File: src/rtl/panel_ram_arbiter.sv
// Front-panel bitmap RAM arbiter: video has absolute priority, the fill sequencer
// and the byte loader FIFO share the cycles video leaves free.
module panel_ram_arbiter #(
    parameter int AW          = 15,
    parameter int DEPTH       = 8,
    parameter int CLEAR_WORDS = 32768
) (
    input  logic          clk36m,
    input  logic          reset,
    input  logic          vid_busy,
    input  logic [AW-1:0] vid_addr,
    output logic [31:0]   vid_data,
    input  logic          dl_wr,
    input  logic [AW+1:0] dl_addr,
    input  logic [7:0]    dl_data,
    output logic          dl_wait,
    output logic          ovf,
    input  logic          clr_req,
    input  logic [3:0]    clr_pixel,
    output logic          clr_busy,
    output logic          clr_done,
    output logic [AW-1:0] mem_addr,
    output logic [31:0]   mem_wdata,
    output logic [3:0]    mem_be,
    output logic          mem_we,
    input  logic [31:0]   mem_rdata
);

    localparam int PW = (DEPTH > 1) ? $clog2(DEPTH) : 1;
    localparam logic [AW:0] LAST_WORD = (AW+1)'(CLEAR_WORDS - 1);

    typedef enum logic [1:0] {IDLE, CLEAR, DONE} state_t;

    typedef struct packed {
        logic [AW+1:0] addr;
        logic [7:0]    data;
    } entry_t;

    state_t        state;
    logic [AW:0]   counter;

    entry_t        fifo_mem [DEPTH];
    entry_t        head;
    logic [PW-1:0] wr_ptr;
    logic [PW-1:0] rd_ptr;
    logic [PW:0]   count;
    logic          full;
    logic          empty;
    logic          push;
    logic          pop;
    logic          clr_issue;
    logic          dl_issue;

    assign full  = (count == (PW+1)'(DEPTH));
    assign empty = (count == '0);
    assign head  = fifo_mem[rd_ptr];

    // Full is judged on the pre-edge count, so a same-edge pop never admits a byte.
    assign push = dl_wr && !full;

    // A pending clr_req takes precedence so queued bytes land after the fill.
    assign clr_issue = (state == CLEAR) && !vid_busy;
    assign dl_issue  = (state == IDLE) && !clr_req && !empty && !vid_busy;
    assign pop       = dl_issue;

    assign dl_wait  = full;
    assign clr_busy = (state == CLEAR);
    assign clr_done = (state == DONE);
    assign vid_data = mem_rdata;

    // FIFO storage needs no reset; validity is tracked by count.
    always_ff @(posedge clk36m) begin
        if (push)
            fifo_mem[wr_ptr] <= '{addr: dl_addr, data: dl_data};
    end

    always_ff @(posedge clk36m or posedge reset) begin
        if (reset) begin
            wr_ptr <= '0;
            rd_ptr <= '0;
            count  <= '0;
            ovf    <= 1'b0;
        end else begin
            if (push)
                wr_ptr <= (wr_ptr == PW'(DEPTH - 1)) ? '0 : wr_ptr + PW'(1);
            if (pop)
                rd_ptr <= (rd_ptr == PW'(DEPTH - 1)) ? '0 : rd_ptr + PW'(1);
            case ({push, pop})
                2'b10:   count <= count + (PW+1)'(1);
                2'b01:   count <= count - (PW+1)'(1);
                default: count <= count;
            endcase
            if (dl_wr && full)
                ovf <= 1'b1;
        end
    end

    // Fill sequencer; the extra counter bit lets CLEAR_WORDS = 2^AW terminate.
    always_ff @(posedge clk36m or posedge reset) begin
        if (reset) begin
            state   <= IDLE;
            counter <= '0;
        end else begin
            case (state)
                IDLE: begin
                    if (clr_req) begin
                        state   <= CLEAR;
                        counter <= '0;
                    end
                end
                CLEAR: begin
                    if (!vid_busy) begin
                        counter <= counter + (AW+1)'(1);
                        if (counter == LAST_WORD)
                            state <= DONE;
                    end
                end
                DONE:    state <= IDLE;
                default: state <= IDLE;
            endcase
        end
    end

    // RAM port mux: video address passes straight through unless a write is issued.
    always_comb begin
        mem_we    = 1'b0;
        mem_addr  = vid_addr;
        mem_be    = 4'b0000;
        mem_wdata = 32'h0;
        if (clr_issue) begin
            mem_we    = 1'b1;
            mem_addr  = counter[AW-1:0];
            mem_be    = 4'b1111;
            mem_wdata = {8{clr_pixel}};
        end else if (dl_issue) begin
            mem_we    = 1'b1;
            mem_addr  = head.addr[AW+1:2];
            mem_be    = 4'b0001 << head.addr[1:0];
            mem_wdata = {4{head.data}};
        end
    end

endmodule
File: config.mk
export PLATFORM = sky130hd
export DESIGN_NAME = panel_ram_arbiter
export DESIGN_NICKNAME = d
export VERILOG_FILES = /design/src/rtl/panel_ram_arbiter.sv
export SDC_FILE = /design/constraint.sdc
export NUM_CORES = 1
export LEC_CHECK = 0
export BUFFER_PORTS_ARGS = -buffer_cell sky130_fd_sc_hd__buf_2
export CORE_ASPECT_RATIO = 1.2
export CORE_MARGIN = 2
export CORE_UTILIZATION = 56
export CTS_CLUSTER_SIZE = 25
export DETAILED_ROUTE_END_ITERATION = 12
export GPL_TIMING_DRIVEN = 0
export PLACE_DENSITY_LB_ADDON = 0.08
export RECOVER_POWER = 100
export SKIP_CTS_REPAIR_TIMING = 1
export SLEW_MARGIN = 5
export SYNTH_ARGS = -nofsm -noshare
export SYNTH_HDL_FRONTEND = slang
export SYNTH_SLANG_ARGS = --single-unit
File: constraint.sdc
create_clock -name clk36m -period 4.6 [get_ports clk36m]
set_clock_uncertainty 0.1 [all_clocks]
set_input_delay 0.69 -clock clk36m [delete_from_list [all_inputs] [get_ports clk36m]]
set_output_delay 0.69 -clock clk36m [all_outputs]
set_load 0.02 [all_outputs]
==> reports/summary.txt <==
Min Clock Period, post-route = 4.148 ns
worst slew pin tran = 1.858 ns
Skew-Pair Late Insertion Delay = 0.51 ns
RSZ-0062 raised after global routing = false
CTS tree = built
Max-cap violations = 3
gr usage total = 22.15%
CP peak stage delay = 0.55 ns
FP Rows = 53
Layout area overhead = 15.46%
CP most frequent cell = clkbuf_1
Fin Hold WS = 0.3483 ns
Ys Warns = 0
final non-filler cell total = 991
Starting Density = 56.60%
Clock transition at path regs = 0.06 ns
H-tree lvl count = 1
count of different cell masters after synthesis = 45
Seq pwr share = 44.7%
Wirelength per Cell = 21.15 um
# fillers = 1314
full die area = 18640 um2
net count after synthesis = 668
status = complete, but fails checks
drt total wl = 20.96 mm
top cells by area, synth = edfxtp_1 61%, mux4_2 11%, dfrtp_1 7.4%, buf_4 4.3%, mux2i_1 2.7%
Comb pwr share = 28.9%
FFs w/ async S/R, synth = 12.66%
switching part of the total = 30.41%
vias in the first global route = 5583
Crit path arrival time = 3.36 ns
clock power share = 26.4%
Root Driver = clkbuf_16
drt drc = 0
core area = 17370 um2
crit-path cells = clkbuf_1 > buf_2 > clkbuf_1 > mux4_2 > mux2i_1 > o21ai_0 > buf_4 > clkbuf_1
Gate Count Post-Synth = 580
Post-synth EDFFs = 200
Cell Int Power = 0.004273 W
Post-DP HPWL = 14.60 mm
cell leakage power = 3.928 nW
syn_area_per_cell = 16.95 um2
io pins = 169
initial antenna violation count = 0
die width = 125.0 um
maximum vdd ir drop = 334.9 uV
CTS Sinks = 229
grt total ovfl = 0
critical path fanouts, max = 10
Yosys reg bits = 229
CP Class = reg -> out
critical path's top delay family = buffers and inverters
failing checks = max-capacitance violations, max-slew violations
# diodes = 0
largest area contributor in the netlist = edfxtp_1
slowest cell on the critical path = clkbuf_1
post-synthesis cell area = 9833 um2
post-synthesis sequential area ratio = 68.46%
worst hold path type = in -> reg
CP required = 3.81 ns
period utilisation layout = 90.17%
top post-synthesis cells by count = 200 x edfxtp_1, 56 x buf_4, 50 x mux4_2
pin count of the biggest net entering global routing = 30
CP endpoint kind = primary output
Iteration-0 DRC Markers = 543
Max Slew Vio Count = 72
DRT antenna net count = 0
clock buffer depth = 3
Cell Area, Placed = 11060 um2
Startpoint Class = flop
drt first pass iters = 5
Final setup viols = 0
Worst slew margin = -23.89%
Fmax = 241.1 MHz
Synth Flop Type = edfxtp_1
pwr/cell area = 540.8 nW/um2
height of the die = 149.2 um
Via Count = 5672
Final Hold Fails = 0
routability cong. = 0.8757
vias per cell = 5.724
first-pass GRT wire length = 31.48 mm
Final #Nets = 847
CP bufs+invs = 5
Yosys top cell area share = 61.08%
layout cells sized above 1 = 23.35%
IO Port Bufs = 136
switching pwr = 0.001867 W
most numerous cell in the Yosys netlist = edfxtp_1
dpl cells = 954
post-route cell area = 11350 um2
CTS Buf Count = 23
==> final timing paths <==
path                                        from  slack (ns)                       end  cells past startpoint
setup / recovery           rd_ptr[1]$_DFFE_PP0P_        0.45             mem_wdata[22]                      8
hold / removal                             dl_wr        0.35           ovf$_DFFE_PP0P_                      2
setup reg to reg            count[1]$_DFFE_PP0P_        0.73  fifo_mem[4][5]$_DFFE_PP_                      7
hold reg to reg                  ovf$_DFFE_PP0P_        0.36           ovf$_DFFE_PP0P_                      1
max in group asynchronous                  reset        3.36    counter[2]$_DFFE_PP0P_                      2
min in group asynchronous                  reset        0.36      count[2]$_DFFE_PP0P_                      2
==> cells by family after synthesis <==
kind of cell               share of synthesized area (%)
buffers and inverters                              5.650
and+or+nand+nor                                    4.822
DFF                                                68.46
xor gates and xnor gates                          0.7125
muxes                                              14.89
adders and majority gates                         0.8907
AOI/OAI and AO/OA                                  4.581
==> cells in the final DEF (no fill, tap or decap), types with 3 or more instances in the layout <==
master     count
edfxtp_1     200
clkbuf_1     143
buf_4         56
mux4_2        50
buf_2         37
o21ai_0       33
dfrtp_1       29
mux2i_1       27
nand2_1       25
clkbuf_16     23
nor2_1        17
a22oi_1       15
inv_1          9
a21oi_1        9
nand3_1        9
clkinv_1       8
ha_1           7
nand2b_1       6
nor2b_1        6
mux2_2         6
nor3_1         6
or4_1          5
xnor2_1        4
xor2_1         4
nor3b_1        3
o211ai_1       3
o31ai_1        3
a21o_1         3
==> routing by layer <==
metal / part of all wire [%] / wire length (um) / global-route usage, % / vias to the layer above
met3: 6.3 / 1312 / 3.156 / 28
met4: 1.7 / 361 / 5.333 / 0
met2: 50 / 10480 / 37.96 / 238
met1: 42 / 8807 / 30.62 / 2825
met5: 0 / 0 / 0 / -
li1: - / - / - / 2581
==> layout make-up <==
class | instances | area [um2] | share of cell area, %
plain buffers | 80 | 519.2 | 4.574
clock buffers | 26 | 586.8 | 5.169
clock inverters | 11 | 48.80 | 0.4298
inverters | 9 | 33.78 | 0.2976
multi-input cells | 262 | 2542 | 22.39
flip-flops and latches | 229 | 6731 | 59.29
well taps | 220 | 275.3 | 2.425
repair buffers | 154 | 615.6 | 5.422
==> through the flow <==
stage / total power [W] / worst slack (ns) / util [%] / TNS (ns)
after floorplan: 0.004029 / 0.7413 / - / 0
after global placement: 0.004547 / -1.919 / 62.10 / -89.10
after detailed placement: 0.004681 / 0.8178 / 63.63 / 0
after CTS: 0.006296 / 0.4985 / 67.29 / 0
after global routing: 0.006414 / 0.1751 / 65.35 / 0
final: 0.006140 / 0.4523 / 65.35 / 0
==> power groups by stage <==
stage               clock network, W  logic [W]  registers, W
finish                       0.00162    0.00178       0.00274
global route                 0.00173    0.00191       0.00277
CTS                          0.00165    0.00191       0.00274
detailed placement                 0    0.00190       0.00278
global placement                   0    0.00177       0.00278
floorplan                          0    0.00128       0.00275
==> worst register-to-register path: stages, from the launching register on <==
cell	delay (ns)
dfrtp_1	0.32
clkbuf_1	0.25
nor3_1	0.10
nand2_1	0.13
nand2_1	0.23
nor3_1	1.19
clkbuf_1	0.56
clkbuf_1	0.60
==> flip-flops by register name (all words and copies together) (netlist names) <==
signal and flops:
wr_ptr 3, rd_ptr 3, fifo_mem 200, counter 16
state 2, count 4, ovf 1
Power figures use the tool's default switching activity.
